[src/rtl/lcd_nibble_tx.sv]
// lcd_nibble_tx: byte-to-HD44780 4-bit bus transmitter (RS/RW/E/D4-D7).
// One valid/ready handshake per command/data byte or single nibble; the block
// strobes E per nibble and holds off until the LCD execution time has elapsed.
// Optional macro LCD_POWERUP_INIT_EN: run the HD44780 4-bit power-up init
// sequence after reset before accepting requests.
module lcd_nibble_tx #(
    parameter int unsigned T_SETUP       = 4,
    parameter int unsigned T_EH          = 25,
    parameter int unsigned T_HOLD        = 2,
    parameter int unsigned T_GAP         = 100,
    parameter int unsigned T_CMD         = 4000,
    parameter int unsigned T_CLR         = 164000,
    parameter int unsigned INIT_WAIT_CYC = 1500000,
    parameter int unsigned INIT_N1_CYC   = 410000,
    parameter int unsigned INIT_N2_CYC   = 10000
) (
    input  logic       clk,
    input  logic       rst_n,
    input  logic       in_valid,
    output logic       in_ready,
    input  logic       in_rs,
    input  logic [7:0] in_data,
    input  logic       in_nib_only,
    output logic       init_done,
    output logic       LCD_RS,
    output logic       LCD_RW,
    output logic       LCD_E,
    output logic [3:0] LCD_D
);

    function automatic int unsigned f_max(input int unsigned a, input int unsigned b);
        return (a > b) ? a : b;
    endfunction

    localparam int unsigned T_MAX = f_max(f_max(f_max(T_SETUP, T_EH), f_max(T_HOLD, T_GAP)),
                                          f_max(f_max(T_CMD, T_CLR),
                                                f_max(INIT_WAIT_CYC, f_max(INIT_N1_CYC, INIT_N2_CYC))));
    localparam int unsigned CNT_W = $clog2(T_MAX) + 1;

    typedef enum logic [2:0] {
        S_BOOT,
        S_IDLE,
        S_SETUP,
        S_PULSE,
        S_HOLD,
        S_GAP,
        S_WAIT
    } state_t;

    // Execution wait (minus one, ready for the counter): clear/home needs the long one
    function automatic logic [CNT_W-1:0] f_wait_len(input logic rs, input logic [7:0] data);
        if (!rs && (data[7:2] == 6'd0) && (data != 8'd0)) begin
            return CNT_W'(T_CLR - 1);
        end
        return CNT_W'(T_CMD - 1);
    endfunction

    state_t           r_state;
    state_t           w_state_nxt;
    logic [CNT_W-1:0] r_cnt;
    logic [CNT_W-1:0] w_cnt_nxt;
    logic             w_cnt_zero;
    logic             r_rs;
    logic             w_rs_nxt;
    logic [7:0]       r_data;
    logic [7:0]       w_data_nxt;
    logic             r_phase;
    logic             w_phase_nxt;
    logic [CNT_W-1:0] r_wait_len;
    logic [CNT_W-1:0] w_wait_nxt;
    logic             w_load_user;
    logic             w_init_more;
    logic             r_in_ready;
    logic             w_in_ready_nxt;
    logic             r_init_done;
    logic             w_init_done_nxt;
    logic             r_lcd_rs;
    logic             w_lcd_rs_nxt;
    logic             r_lcd_rw;
    logic             r_lcd_e;
    logic             w_lcd_e_nxt;
    logic [3:0]       r_lcd_d;
    logic [3:0]       w_lcd_d_nxt;

`ifdef LCD_POWERUP_INIT_EN
    localparam int unsigned INIT_STEPS = 8;

    logic [3:0] r_init_step;
    logic [3:0] w_init_step_nxt;
    logic       w_load_init;

    // Init step table: {nibble_only, byte}
    function automatic logic [8:0] f_init_cmd(input logic [3:0] step);
        case (step)
            4'd0, 4'd1, 4'd2: return {1'b1, 8'h03};
            4'd3:             return {1'b1, 8'h02};
            4'd4:             return {1'b0, 8'h28};
            4'd5:             return {1'b0, 8'h0C};
            4'd6:             return {1'b0, 8'h06};
            default:          return {1'b0, 8'h01};
        endcase
    endfunction

    // Init step wait (minus one); the 0x3 nibbles have their own waits
    function automatic logic [CNT_W-1:0] f_init_wait(input logic [3:0] step);
        case (step)
            4'd0:    return CNT_W'(INIT_N1_CYC - 1);
            4'd1:    return CNT_W'(INIT_N2_CYC - 1);
            4'd7:    return CNT_W'(T_CLR - 1);
            default: return CNT_W'(T_CMD - 1);
        endcase
    endfunction

    assign w_init_more = (r_init_step != 4'(INIT_STEPS));
    assign w_load_init = w_init_more && w_cnt_zero && ((r_state == S_BOOT) || (r_state == S_WAIT));
`else
    assign w_init_more = 1'b0;
`endif

    assign w_cnt_zero  = (r_cnt == '0);
    assign w_load_user = (r_state == S_IDLE) && in_valid;

    // State register
    always_ff @(posedge clk or negedge rst_n) begin
        if (!rst_n) begin
            r_state <= S_BOOT;
        end else begin
            r_state <= w_state_nxt;
        end
    end

    // Next-state logic; every timed state exits when the shared counter hits zero
    always_comb begin
        w_state_nxt = r_state;
        case (r_state)
            S_BOOT:  if (w_cnt_zero) w_state_nxt = w_init_more ? S_SETUP : S_IDLE;
            S_IDLE:  if (in_valid)   w_state_nxt = S_SETUP;
            S_SETUP: if (w_cnt_zero) w_state_nxt = S_PULSE;
            S_PULSE: if (w_cnt_zero) w_state_nxt = S_HOLD;
            S_HOLD:  if (w_cnt_zero) w_state_nxt = r_phase ? S_WAIT : S_GAP;
            S_GAP:   if (w_cnt_zero) w_state_nxt = S_SETUP;
            S_WAIT:  if (w_cnt_zero) w_state_nxt = w_init_more ? S_SETUP : S_IDLE;
            default: w_state_nxt = S_IDLE;
        endcase
    end

    // Output / datapath next values: request latch, counter reload, pin values
    always_comb begin
        w_cnt_nxt       = w_cnt_zero ? r_cnt : (r_cnt - CNT_W'(1));
        w_rs_nxt        = r_rs;
        w_data_nxt      = r_data;
        w_phase_nxt     = r_phase;
        w_wait_nxt      = r_wait_len;
        w_lcd_rs_nxt    = r_lcd_rs;
        w_lcd_d_nxt     = r_lcd_d;
        w_lcd_e_nxt     = (w_state_nxt == S_PULSE);
        w_in_ready_nxt  = (w_state_nxt == S_IDLE);
        w_init_done_nxt = r_init_done | (w_state_nxt == S_IDLE);
`ifdef LCD_POWERUP_INIT_EN
        w_init_step_nxt = r_init_step;
`endif

        if (w_load_user) begin
            w_rs_nxt    = in_rs;
            w_data_nxt  = in_data;
            w_phase_nxt = in_nib_only;
            w_wait_nxt  = f_wait_len(in_rs, in_data);
        end
`ifdef LCD_POWERUP_INIT_EN
        else if (w_load_init) begin
            w_rs_nxt        = 1'b0;
            w_data_nxt      = f_init_cmd(r_init_step)[7:0];
            w_phase_nxt     = f_init_cmd(r_init_step)[8];
            w_wait_nxt      = f_init_wait(r_init_step);
            w_init_step_nxt = r_init_step + 4'd1;
        end
`endif

        if ((r_state == S_GAP) && w_cnt_zero) begin
            w_phase_nxt = 1'b1;
        end

        if (w_state_nxt != r_state) begin
            case (w_state_nxt)
                S_SETUP: w_cnt_nxt = CNT_W'(T_SETUP - 1);
                S_PULSE: w_cnt_nxt = CNT_W'(T_EH - 1);
                S_HOLD:  w_cnt_nxt = CNT_W'(T_HOLD - 1);
                S_GAP:   w_cnt_nxt = CNT_W'(T_GAP - 1);
                S_WAIT:  w_cnt_nxt = r_wait_len;
                default: w_cnt_nxt = '0;
            endcase
        end

        // RS/D only change on entry to SETUP
        if ((w_state_nxt == S_SETUP) && (r_state != S_SETUP)) begin
            w_lcd_rs_nxt = w_rs_nxt;
            w_lcd_d_nxt  = w_phase_nxt ? w_data_nxt[3:0] : w_data_nxt[7:4];
        end
    end

    // Registered datapath and outputs
    always_ff @(posedge clk or negedge rst_n) begin
        if (!rst_n) begin
`ifdef LCD_POWERUP_INIT_EN
            r_cnt       <= CNT_W'(INIT_WAIT_CYC - 1);
            r_init_step <= 4'd0;
`else
            r_cnt       <= '0;
`endif
            r_rs        <= 1'b0;
            r_data      <= 8'h00;
            r_phase     <= 1'b0;
            r_wait_len  <= '0;
            r_in_ready  <= 1'b0;
            r_init_done <= 1'b0;
            r_lcd_rs    <= 1'b0;
            r_lcd_rw    <= 1'b0;
            r_lcd_e     <= 1'b0;
            r_lcd_d     <= 4'h0;
        end else begin
            r_cnt       <= w_cnt_nxt;
`ifdef LCD_POWERUP_INIT_EN
            r_init_step <= w_init_step_nxt;
`endif
            r_rs        <= w_rs_nxt;
            r_data      <= w_data_nxt;
            r_phase     <= w_phase_nxt;
            r_wait_len  <= w_wait_nxt;
            r_in_ready  <= w_in_ready_nxt;
            r_init_done <= w_init_done_nxt;
            r_lcd_rs    <= w_lcd_rs_nxt;
            r_lcd_rw    <= 1'b0;
            r_lcd_e     <= w_lcd_e_nxt;
            r_lcd_d     <= w_lcd_d_nxt;
        end
    end

    assign in_ready  = r_in_ready;
    assign init_done = r_init_done;
    assign LCD_RS    = r_lcd_rs;
    assign LCD_RW    = r_lcd_rw;
    assign LCD_E     = r_lcd_e;
    assign LCD_D     = r_lcd_d;

endmodule

[config.mk]
export PLATFORM = sky130hd
export DESIGN_NAME = lcd_nibble_tx
export DESIGN_NICKNAME = d
export VERILOG_FILES = /design/src/rtl/lcd_nibble_tx.sv
export SDC_FILE = /design/constraint.sdc
export NUM_CORES = 1
export LEC_CHECK = 0
export CAP_MARGIN = 20
export CORE_MARGIN = 2
export CORE_UTILIZATION = 65
export DETAILED_ROUTE_END_ITERATION = 7
export DONT_BUFFER_PORTS = 1
export HOLD_SLACK_MARGIN = 0.08
export PLACE_DENSITY = 0.9
export SLEW_MARGIN = 20
export SYNTH_ARGS = -nofsm -noshare
export SYNTH_HDL_FRONTEND = slang
export SYNTH_SLANG_ARGS = --single-unit
[constraint.sdc]
create_clock -name clk -period 3.2 [get_ports clk]
set_input_delay 0.64 -clock clk [delete_from_list [all_inputs] [get_ports clk]]
set_output_delay 0.64 -clock clk [all_outputs]
set_load 0.005 [all_outputs]
==> results by stage, run 1 <==
Routing:
- The final layout contains routed wiring with a total length of around 5300 um.
- The DRC violations left is 0.
- Across all layers, the routed design uses 1,938 vias.
- The final routed wire length divided by cell count is between 15 and 20 um.
- The number of optimization iterations in the first detailed-route pass is 5.
- The number of nets still failing antenna checks after routing is 0.
- Using the TritonRoute via totals, the vias-per-cell ratio works out to 6.48.
- For this block, the initial DRC count from the detailed router was roughly 180.

Clock tree:
- The clock tree from TritonCTS is done.
- The total clock buffers created by CTS is 5.
- The maximum clock insertion buffer count is 2.
- The H-tree generated during clock tree synthesis spans 2 levels.
- At the later pin of the worst-skew pair, clock insertion delay measures ~0.3 ns.
- Clock tree synthesis found a total of between 40 and 50 sinks.
- The post-cts gate resize count is 0.
- The clock-pin slew on the worst setup and hold paths is around 0.090 ns.
- Once the clock tree was built, the setup fixing pass inserted 0 buffers.
- The number of hold-repair buffers added at the cts stage is 1.
- The clock tree root buffer cell is sky130_fd_sc_hd__clkbuf_8.

Timing:
- The worst slack on hold paths is 0.179 ns.
- The final setup violation count is 0.
- The final critical path takes up approximately four fifths of the cycle.
- The clock period could shrink to approximately 2.5 ns.
- Summed over all failing endpoints, the final setup total negative slack is 0 ns.
- The number of endpoints with negative hold slack in the final report was 0.
- For the pin with the worst max-slew slack, the measured transition is around 0.77 ns.
- Measured against its own limit, the worst slew margin works out to slightly below 50%.
- The max-slew violation total from the final report is 0.
- The maximum clock frequency is about 400 MHz.
- Setup repair after global routing left no endpoint under its margin.
- Between clock sinks in the finished design, the worst skew comes to about 0.0060 ns.

Logic synthesis:
- Counting flops with a built-in enable in the synthesized netlist gives 0.
- The post-synthesis cell count is ~250.
- The synthesized design contains 46 register bits.
- Sequential cells were found to cover between 40% and 50% of the synthesized design area.
- The warning count from the yosys run is 0.
- The most used flip-flop cell after synthesis is sky130_fd_sc_hd__dfrtp_1.
- The unique cell type count in the Yosys netlist is 51.
- The cell type contributing the most total cell area after synthesis is sky130_fd_sc_hd__dfrtp_1.
- In this run the biggest area consumer among cell types represents between 40% and 50% of the synthesized area.
- Counting every net in the synthesized netlist gives 263.
- The average cell area after synthesis is 9.83 um2.
- Yosys attributes the largest share of cell area to sky130_fd_sc_hd__dfrtp_1, sky130_fd_sc_hd__mux2_2, sky130_fd_sc_hd__nand2_1.
- The post-synthesis async set-or-reset flop share is between 90% and 100%.
- The cell area that synthesis handed to floorplanning was around 0.0024 mm2.

Pwr:
- The proportion of total power due to net switching is 22.4%.
- Per report_power, the sequential group accounts for 60.9% of the total.
- For this design the total switching power over the nets is ~0.21 mW.
- The clock group share of total power is between 30% and 40%.
- The internal power of the cells is approximately 0.74 mW.
- Per report_power, the combinational group accounts for under 10% of the total.
- The standby leakage power is 1.00 nW.
- The peak supply drop is roughly 0.32 mV.
- The power per cell area is ~370 mW/mm2.

Critical path:
- The number of cells traversed by the worst register-to-register path is 6.
- STA classifies the critical path endpoint as a flop.
- The startpoint identified for the worst register-to-register timing path is r_cnt[10]$_DFFE_PN0P_.
- The type of element launching the critical path is a flop.
- The endpoint of the lowest-slack register-to-register path is r_cnt[4]$_DFFE_PN0P_.
- For this run, the slowest stage of the critical path takes about 0.53 ns.
- By startpoint and endpoint, the worst setup path is classified as flop to flop.
- The largest individual stage delay along the critical path comes from the cell sky130_fd_sc_hd__and4_1.
- Data on the critical path arrives at its endpoint at about 2.7 ns.
- Data on the critical path is required at its endpoint by about 3.4 ns.
- Across all register-to-register paths, the minimum setup slack is between 0.6 and 0.7 ns.
- In this run the worst path has a maximum fanout of 10.
- The signal on the critical path passes through nor4_1 -> and4_1 -> a311oi_4 -> or3_1 -> mux2_4 -> o22ai_2.

GRT:
- The initial antenna violation count is 0.
- The largest net degree at the start of global routing is between 40 and 50.
- The first global-routing pass estimated between 8000 and 9000 um of wire.
- The number of global-route vias before repair is approximately 1,900.
- Summed over all layers, the global routing overflow is 0.
- Global routing used a little over a quarter of the available tracks across all layers.

Status:
- The flow ran to the end, and the final reports show no timing, DRC or antenna violations.

Floorplanning:
- In this run the count of I/O pins placed on the die edge is 22.
- In this run the vertical extent of the chip is 65.3 um.
- The initial utilization of the core area, before any placement, comes to around 67%.
- The chip width is 65.3 um.
- The number of cell rows is 22.
- The overall die area is 0.00426 mm2.
- In this run the standard cell core region covers between 0.003 and 0.004 mm2.

Placed design:
- After legalization and detailed placement, the total HPWL measured about 3700 um.
- In this run the cell area measured after placement is 0.00246 mm2.
- The number of buffer cells added on primary ports is 0.
- The final RePlAce weighted congestion is just under 0.9.

Finish:
- The fraction of final layout cells sized beyond drive strength 1 is 11.6%.
- The repair_antennas step left the layout with diodes totalling 0.
- For this run, the post-layout net count is 265.
- The area growth from synthesis to layout is 5.90%.
- Fill cells in the final layout number 279.
- The final non-filler cell area is between 0.002 and 0.003 mm2.

Job:
- The tool flagged a number of max-cap violations equal to 0.

Hold path:
- In this run the worst hold path is classified as input port to async pin.
==> layout by cell type (no fill, tap or decap), types with 4 or more instances in the layout <==
cell type	instances
sky130_fd_sc_hd__dfrtp_1	46
sky130_fd_sc_hd__nand3_1	9
sky130_fd_sc_hd__xnor2_1	8
sky130_fd_sc_hd__xor2_1	9
sky130_fd_sc_hd__inv_1	9
sky130_fd_sc_hd__o21ai_0	15
sky130_fd_sc_hd__a21oi_1	12
sky130_fd_sc_hd__nand4_1	4
sky130_fd_sc_hd__nor2_1	24
sky130_fd_sc_hd__nor4_1	6
sky130_fd_sc_hd__clkbuf_8	5
sky130_fd_sc_hd__nand2_1	28
sky130_fd_sc_hd__nor3_1	7
sky130_fd_sc_hd__mux2_2	10
sky130_fd_sc_hd__o211ai_1	6
==> cell usage after synthesis (2+ instances only) <==
cell,instances
sky130_fd_sc_hd__a21oi_1,12
sky130_fd_sc_hd__nor4_1,6
sky130_fd_sc_hd__clkbuf_1,2
sky130_fd_sc_hd__a31oi_1,3
sky130_fd_sc_hd__nand3_1,9
sky130_fd_sc_hd__nor2_1,24
sky130_fd_sc_hd__o31a_1,3
sky130_fd_sc_hd__xnor2_1,8
sky130_fd_sc_hd__and2_1,2
sky130_fd_sc_hd__o2111ai_1,2
sky130_fd_sc_hd__nand2b_1,2
sky130_fd_sc_hd__or2_2,2
sky130_fd_sc_hd__o21ai_0,15
sky130_fd_sc_hd__buf_2,3
sky130_fd_sc_hd__nand2_1,28
sky130_fd_sc_hd__o31ai_1,3
sky130_fd_sc_hd__nand4_1,4
sky130_fd_sc_hd__nor3_1,7
sky130_fd_sc_hd__mux2_2,10
sky130_fd_sc_hd__o211ai_1,6
sky130_fd_sc_hd__and4_1,2
sky130_fd_sc_hd__ha_1,2
sky130_fd_sc_hd__inv_1,9
sky130_fd_sc_hd__xor2_1,9
sky130_fd_sc_hd__or4b_1,2
sky130_fd_sc_hd__dfrtp_1,46
sky130_fd_sc_hd__or3_1,2
sky130_fd_sc_hd__buf_4,2
==> power groups by stage <==
stage | logic, mW | registers [mW] | clock network [mW]
floorplan | 0.00600 | 0.592 | 0
global placement | 0.00614 | 0.592 | 0
detailed placement | 0.00622 | 0.592 | 0
CTS | 0.0212 | 0.581 | 0.358
global route | 0.0241 | 0.581 | 0.385
finish | 0.0206 | 0.581 | 0.353
==> cells by family after synthesis <==
| logic type | share of synthesized area (%) |
|---|---|
| simple gates | 20.9 |
| compound gates | 16.0 |
| flops | 47.2 |
| xor+xnor | 6.11 |
| buf+inv | 3.39 |
| mux | 5.23 |
| fa+ha+maj | 1.03 |
| other cells | 0.154 |
==> worst max-delay path by stage <==
stage                                      from              endpoint  slack [ns]  cells past startpoint
after CTS                 r_cnt[10]$_DFFE_PN0P_  r_cnt[4]$_DFFE_PN0P_        0.73                      6
after global routing      r_cnt[14]$_DFFE_PN0P_  LCD_D[0]$_DFFE_PN0P_        0.57                      6
final                     r_cnt[10]$_DFFE_PN0P_  r_cnt[4]$_DFFE_PN0P_        0.68                      6
after global placement    r_cnt[10]$_DFFE_PN0P_  r_cnt[4]$_DFFE_PN0P_        0.85                      6
after detailed placement  r_cnt[10]$_DFFE_PN0P_  r_cnt[4]$_DFFE_PN0P_        0.77                      6
after floorplan            r_cnt[6]$_DFFE_PN0P_  r_cnt[4]$_DFFE_PN0P_        1.03                      8
==> per-stage QoR <==
step	utilization [%]	cells	power, mW	setup slack (ns)
after floorplan	-	248	0.598	1.03
after global placement	67.8	290	0.599	0.852
after detailed placement	67.8	290	0.599	0.766
after CTS	71.1	299	0.959	0.734
after global routing	71.1	299	0.990	0.568
final	71.1	299	0.954	0.677
==> layer usage <==
metal | vias to the layer above | wire length [um] | part of all wire [%] | global-route usage, %
li1 | 894 | - | - | -
met4 | 0 | 34 | 0.64 | 6.77
met5 | - | 0 | 0 | 0
met3 | 6 | 350 | 6.6 | 4.11
met1 | 942 | 2220 | 42 | 38.6
met2 | 96 | 2660 | 50 | 44.0
==> state kept, by name, summed over array words and instances, names as in the netlist <==
name / cells
LCD_RS: 1
r_rs: 1
r_wait_len: 3
r_data: 8
in_ready: 1
LCD_D: 4
init_done: 1
r_cnt: 22
LCD_E: 1
r_phase: 1
r_state: 3
==> critical path, delay by kind of cell, from the launching register on <==
kind               cells  cell delay, ns
and+or+nand+nor        3            1.41
DFF                    1            0.42
AOI/OAI and AO/OA      2            0.32
muxes                  1            0.29
==> area by class of cell <==
type	instances	area (um2)	share of cell area (%)
Clock inverter	3	21.3	0.824
Sequential cell	46	1150	44.6
Tap cell	48	60.1	2.33
Timing Repair Buffer	3	42.5	1.65
Multi-Input combinational cell	185	1200	46.7
Inverter	9	33.8	1.31
Clock buffer	5	68.8	2.66
Power figures use the tool's default switching activity.
==> run 2: changes to the inputs <==
- CORE_UTILIZATION: 65 -> 57
- PLACE_DENSITY: 0.9 -> 0.84
- clock period: 3.2 -> 2.25 ns (I/O delays scaled with it)
==> run 2 against run 1 <==
Effect of this change: via count is 1.6% higher; clock-buffer cell count did not move; sequential power is 42% higher; highest routed layer unchanged; worst hold slack improved by 0.14 ns; sequential cell count is the same; non-clock buffer count rose by 29; maximum frequency grew 13%; wire length is 3.5% higher.
==> results by stage, run 2 (synthesized netlist as in run 1, its figures left out) <==
Critical path:
- The worst setup path is captured at a flop.
- Measured in cells, the most critical reg-to-reg path has a length of 7.
- The register-to-register path setup slack is around 0.027 ns.
- STA puts the critical path data required time at 2.46 ns.
- On the critical path, the stage with the largest delay is an instance of sky130_fd_sc_hd__or4b_1.
- In this run the worst setup path terminates at LCD_D[1]$_DFFE_PN0P_.
- Traced cell by cell, the critical path runs through nor4_1 -> nand4_1 -> buf_6 -> o31a_1 -> nand2b_4 -> or4b_1 -> o211ai_1.
- The worst register-to-register path ends at LCD_D[1]$_DFFE_PN0P_.
- The worst setup path is of the flop to flop kind.
- The type of element launching the critical path is a flop.
- The critical path launch point is r_cnt[3]$_DFFE_PN0P_.
- The origin of the critical flop-to-flop path is r_cnt[3]$_DFFE_PN0P_.
- For the worst setup path, the data arrival time is ~2.4 ns.
- Of all nets on the critical path, the largest fanout is 6.
- On the worst path, the slowest cell contributes a delay of 0.50 ns.

Routing:
- After detailed routing, the met2 layer carries between 2000 and 3000 um of wire.
- For this run, design rule violations remaining after detail routing come to 0.
- Before antenna repair, the detailed router went through 4 iterations.
- The number of violations reported at the end of detailed-routing iteration 0 is 128.
- After detailed routing, no signal wire sits above met4.
- Wires add up to between 5000 and 6000 um.
- For this block, wires on met1 add up to between 2000 and 2500 um.
- Summing over every cut layer, the via total after detailed routing is about 2,000.
- The detail-routed via count per cell is around 6.
- The number of nets still failing antenna checks after routing is 0.
- In the final routed layout, each cell accounts on average for between 15 and 20 um.
- The sum of met3 wire segment lengths after detailed routing is 265 um.

Placed design:
- Detailed placement finished with a half-perimeter wire length of 4030 um.
- The congestion estimate from routability-driven global placement came to around 0.96.
- After detailed placement, the design holds a cell count of about 320.
- The number of buffer cells added on primary ports is 0.

Finish:
- The non-filler instance count after layout is ~330.
- In the layout the commonest cells are sky130_fd_sc_hd__dfrtp_1, sky130_fd_sc_hd__buf_4, sky130_fd_sc_hd__nand2_1.
- The number of diodes is 0.
- Cells with a size suffix above 1 make up ~23% of the layout.
- At the end of the flow, the number of nets in the layout was 294.
- Leaving out fill and tap cells, the most frequent cell in the layout is sky130_fd_sc_hd__dfrtp_1.
- The final-layout fill cell count is ~300.
- r_cnt holds more flip-flops than any other register.
- The share of the core filled with cells is roughly 70%.
- The register with the most flip-flops in the layout has 22 of them.
- The area growth from synthesis to layout is 16.4%.

Floorplanning:
- The floorplan has 23 rows.
- The top-level I/O count is 22.
- The floorplan step defined a core boundary enclosing ~0.0041 mm2.
- Measured along the y axis, the die boundary spans around 70 um.
- The starting utilization of the core area is roughly three fifths.
- The chip width is slightly below 70 um.
- The overall die area is 0.00482 mm2.

Clock tree:
- Counting the buffers created by CTS gives 5.
- The clock tree root buffer cell is sky130_fd_sc_hd__clkbuf_8.
- The clock tree from TritonCTS is done.
- The insertion delay of the later-clocked pin in the worst-skew pair is slightly below 0.3 ns.
- CTS built an H-tree with a depth of 2.
- The CTS sink count is 46.
- After clock tree synthesis, the clock-pin slew on the worst setup and hold paths is approximately 0.080 ns.
- The longest clock path from root to sink contains 2 buffers.

Timing:
- The tightest slew margin relative to the limit is a little under three fifths.
- The worst path needs between 2 and 2.5 ns of the cycle, external delays included.
- The clock arrives with around 0.0063 ns of skew.
- Hold timing on the final database bottoms out at a slack of approximately 0.32 ns.
- At the pin with the least slew margin, the transition time is about 0.64 ns.
- The final cycle utilization of the critical path is a little over nine tenths.
- Setup repair after global routing could not meet its margin everywhere.
- For this run, the top clock speed supported by timing is ~450 MHz.
- The number of endpoints with negative hold slack in the final report is 0.
- The max-slew violation total from the final report was 0.
- Setup violations remaining at the end of the flow were counted as 0.

GRT:
- The number of global-route vias before repair is 1,900.
- The global-route wire length before repair is between 8000 and 9000 um.
- Entering global routing, the biggest net connects 47 pins.
- The leftover overflow at the end of global routing is 0.
- The global routing usage summed across all routing layers is 23.5%.
- The initial antenna violation count is 0.

Pwr:
- The relative contribution of sequential cells to total power is between 60% and 70%.
- The internal power of the cells is about 1.0 mW.
- For this design the static power due to leakage is between 1 and 1.5 nW.
- The power per cell area is around 470 mW/mm2.
- The peak supply drop is around 0.32 mV.
- Summed over all nets, the switching power comes to 0.275 mW.
- The relative contribution of combinational cells to total power is 2.3%.
- In this run, the clock network consumes between 30% and 40% of the power.
- The proportion of total power due to net switching is around a fifth.

Status:
- The flow ran to the end, and the final reports show no timing, DRC or antenna violations.

Hold path:
- The worst min-delay path class is input port to flop.

Job:
- The total of max-cap violations is 0.
==> run 2: cell types whose count changed in the layout (fill, tap and decap cells not counted), sizes merged <==
cell,before,now
clkinvlp,1,0
dlygate4sd3,0,1
buf,3,31
==> run 2: worst min path at each step <==
stage	slack, ns	endpoint	start	cells after the start
after CTS	0.32	r_rs$_DFF_PN0_	in_rs	1
final	0.32	r_rs$_DFF_PN0_	in_rs	1
after global routing	0.32	r_rs$_DFF_PN0_	in_rs	1
after detailed placement	0.16	r_cnt[20]$_DFFE_PN0P_	rst_n	0
after floorplan	0.15	LCD_D[0]$_DFFE_PN0P_	rst_n	0
after global placement	0.16	r_cnt[21]$_DFFE_PN0P_	rst_n	0
==> run 2: power by group through the flow <==
stage / Combinational [mW] / Sequential (mW) / Clock (mW)
4_1_cts: 0.0324 / 0.826 / 0.479
3_3_place_gp: 0.00844 / 0.843 / 0
5_1_grt: 0.0365 / 0.826 / 0.508
3_5_place_dp: 0.00847 / 0.843 / 0
2_1_floorplan: 0.00854 / 0.843 / 0
6_report: 0.0306 / 0.826 / 0.463
==> run 2: cell type report <==
| type | instances | area (um2) | share of cell area (%) |
|---|---|---|---|
| Multi-Input combinational cell | 185 | 1240 | 43.8 |
| Sequential cell | 46 | 1150 | 40.7 |
| Timing Repair Buffer | 32 | 267 | 9.39 |
| Clock buffer | 5 | 68.8 | 2.43 |
| Tap cell | 50 | 62.6 | 2.20 |
| Inverter | 9 | 33.8 | 1.19 |
| Clock inverter | 2 | 10.0 | 0.353 |
==> run 2: worst max-delay path, delay by kind of cell, from the launching register on <==
family / cells / cell delay, ns
buffers and inverters: 1 / 0.16
and+or+nand+nor: 4 / 1.15
DFF: 1 / 0.41
AOI/OAI and AO/OA: 2 / 0.41
==> run 2: stage by stage <==
step / setup TNS (ns) / area [um2] / total power [mW] / worst slack, ns
6_report: 0 / 2840 / 1.32 / 0.0272
2_1_floorplan: 0 / 2440 / 0.851 / 0.0827
5_1_grt: -0.126 / 2840 / 1.37 / -0.0660
3_5_place_dp: -0.342 / 2640 / 0.851 / -0.0913
3_3_place_gp: -0.0191 / 2640 / 0.851 / -0.0142
4_1_cts: 0 / 2790 / 1.34 / 0.0238
==> run 2: repair_timing <==
item	in CTS	in global routing
hold buffers	2	0
endpoints found under the hold margin	46	0
setup buffers	2	3
setup endpoints to repair	7	6
gates cloned	0	0
pin swaps	1	9
resized for setup	4	6
==> run 2: routing by layer <==
layer  GRT usage, %  vias up
li1               -      952
met1           32.2      958
met2           36.5       48
met3           5.09       11
met4           8.93        0
met5              0        -
==> run 3: changes to the inputs <==
- SKIP_CTS_REPAIR_TIMING: unset -> 1
==> run 3 against run 2 <==
Effect of this change: wire length decreased by 0.50%; final cell count decreased by 0.30%; sequential cell count is the same; worst hold slack worse by 0.00072 ns; sequential share of layout area rose by 0.11 points; design area decreased by 0.26%; die area is the same; global-route usage down 0.22 points; critical path type unchanged; critical endpoint unchanged.
==> results by stage, run 3 (synthesized netlist as in run 1, its figures left out) <==
Status:
- The run finished with clean final reports.

Job:
- The total of max-cap violations is 0.

Finish:
- At the end of the flow, the number of nets in the layout was 293.
- The register with the most flip-flops in the layout has 22 of them.
- The area growth from synthesis to layout is 16.1%.
- The number of diodes is 0.
- The most flop-heavy register is r_cnt.
- Leaving out fill and tap cells, the most frequent cells in the layout are sky130_fd_sc_hd__dfrtp_1, sky130_fd_sc_hd__nand2_1, sky130_fd_sc_hd__buf_4.
- Leaving out fill and tap cells, the most frequent cell in the layout is sky130_fd_sc_hd__dfrtp_1.
- Cells with a size suffix above 1 make up between 20% and 30% of the layout.

GRT:
- The first global-routing pass estimated approximately 9000 um of wire.
- The global routing usage summed across all routing layers is 23.2%.
- For this run the aggregate overflow at the end of global routing stands at 0.
- The largest net degree at the start of global routing is 47.
- The initial antenna violation count is 0.
- The number of global-route vias before repair is 1,860.

Pwr:
- The post-layout total power is around 1.3 mW.
- For this design the static power due to leakage is about 1.1 nW.
- The peak supply drop is about 0.32 mV.
- The power per cell area is 466 mW/mm2.

Critical path:
- The highest fanout seen on the critical path is 5.
- The number of cells traversed by the worst register-to-register path is 7.
- The type of element launching the critical path is a flop.
- The register-to-register path setup slack is between 0.02 and 0.03 ns.
- The class of the most critical setup path is flop to flop.
- The arrival time at the worst endpoint is 2.43 ns.
- The worst setup path is captured at a flop.
- The data required time of the critical path is ~2.5 ns.

Floorplanning:
- Once the floorplan was initialized, standard cells occupied around three fifths of the core.
- The die span in y is between 60 and 70 um.
- In this run the count of I/O pins placed on the die edge is 22.
- After floorplanning, the core was divided into 23 placement rows.
- The overall die area is 0.00482 mm2.
- After floorplanning, the core was sized to cover just over 0.004 mm2.
- The die is 69.4 um wide.

Clock tree:
- The CTS sink count is 46.
- Clock latency on the worst-skew pair, taken at its later pin, is 0.29 ns.
- In this run the deepest clock path goes through 2 buffers.
- The clock tree from TritonCTS is done.
- Clock tree synthesis inserted a total of 5 buffers.
- After clock tree synthesis, the clock-pin slew on the worst setup and hold paths is approximately 0.08 ns.
- In this run the number of H-tree levels came out at 2.
- The clock tree root buffer cell is sky130_fd_sc_hd__clkbuf_8.

Timing:
- The tightest slew margin relative to the limit is 56.4%.
- Setup violations remaining at the end of the flow were counted as 0.
- The max-slew violation total from the final report is 0.
- The minimum clock period after layout is 2.22 ns.
- In the finished design, the share of the clock period the worst path needs comes to approximately 99%.
- The clock tree skew after final layout is roughly 0.0065 ns.
- Setup repair after global routing could not meet its margin everywhere.
- Setup total negative slack on the finished layout was measured at 0 ns.
- The number of endpoints with negative hold slack in the final report is 0.
- The slew at the pin with the worst max-slew slack is roughly 0.65 ns.
- The maximum clock frequency is 450 MHz.

Routing:
- The final routed wire length divided by cell count is approximately 17 um.
- The number of violations reported at the end of detailed-routing iteration 0 is roughly 110.
- The first detailed-routing pass took 4 iterations.
- For this run, design rule violations remaining after detail routing come to 0.
- The total length of routed wires is around 5400 um.
- The number of vias after detailed routing is ~2,000.
- The detail-routed via count per cell is about 6.
- The count of nets left with antenna violations once routing finished came out at 0.

Hold path:
- The worst min-delay path class is input port to flop.
- The cell depth of the worst min-delay path is 1.

Placed design:
- The final RePlAce weighted congestion is just under 1.
- The count of buffers added on input and output ports is 0.
- The placed wire-length estimate after detailed placement is 4030 um.
## run 3: cell count changes in the layout (fill, tap and decap cells not counted)
cell                    previous run  this run
sky130_fd_sc_hd__buf_4            29        28
## run 3: per-layer routing
metal	part of all wire (%)	track usage [%]	routed length, um	vias up
li1	-	-	-	950
met1	43	31.9	2340	937
met2	48	35.9	2630	54
met3	6.1	5.52	332	11
met4	2.3	8.93	127	0
met5	0	0	0	-
## run 3: worst max-delay path: stages, from the launching register on
cell,delay [ns]
sky130_fd_sc_hd__dfrtp_2,0.43
sky130_fd_sc_hd__nor4_4,0.32
sky130_fd_sc_hd__nand4_1,0.15
sky130_fd_sc_hd__buf_6,0.16
sky130_fd_sc_hd__o31a_1,0.30
sky130_fd_sc_hd__nand2b_4,0.16
sky130_fd_sc_hd__or4b_1,0.50
sky130_fd_sc_hd__o211ai_1,0.11
## run 3: cell type report
class                           instances  area [um2]
Sequential cell                        46        1150
Inverter                                9        33.8
Multi-Input combinational cell        185        1240
Timing Repair Buffer                   31         259
Clock inverter                          2        10.0
Clock buffer                            5        68.8
Fill cell                             298        1230
Tap cell                               50        62.6
## run 3: path summary, 6_finish.rpt
path                                       from                     to
max                        r_cnt[5]$_DFFE_PN0P_   LCD_D[1]$_DFFE_PN0P_
min                                       in_rs         r_rs$_DFF_PN0_
max reg2reg                r_cnt[5]$_DFFE_PN0P_   LCD_D[1]$_DFFE_PN0P_
min reg2reg                      r_rs$_DFF_PN0_         r_rs$_DFF_PN0_
max in group asynchronous                 rst_n  r_cnt[15]$_DFFE_PN0P_
min in group asynchronous                 rst_n  r_cnt[21]$_DFFE_PN0P_
## run 3: through the flow
stage / instance area (um2) / std cells / hold WS, ns / worst slack, ns / util, %
final: 2830 / 328 / 0.322 / 0.0278 / 69.8
after global routing: 2830 / 328 / 0.318 / -0.0659 / 69.8
after CTS: 2720 / 322 / -0.165 / -0.111 / 67.0
after detailed placement: 2640 / 315 / 0.156 / -0.0913 / 65.1
after global placement: 2640 / 315 / 0.156 / -0.0142 / 65.1
after floorplan: 2440 / 248 / 0.154 / 0.0827 / -
## run 3: where the power goes
part / switching (mW) / internal (mW)
registers: 0.000000000269 / 0.826
logic: 0.0204 / 0.0103
clock network: 0.255 / 0.209
total: 0.275 / 1.04
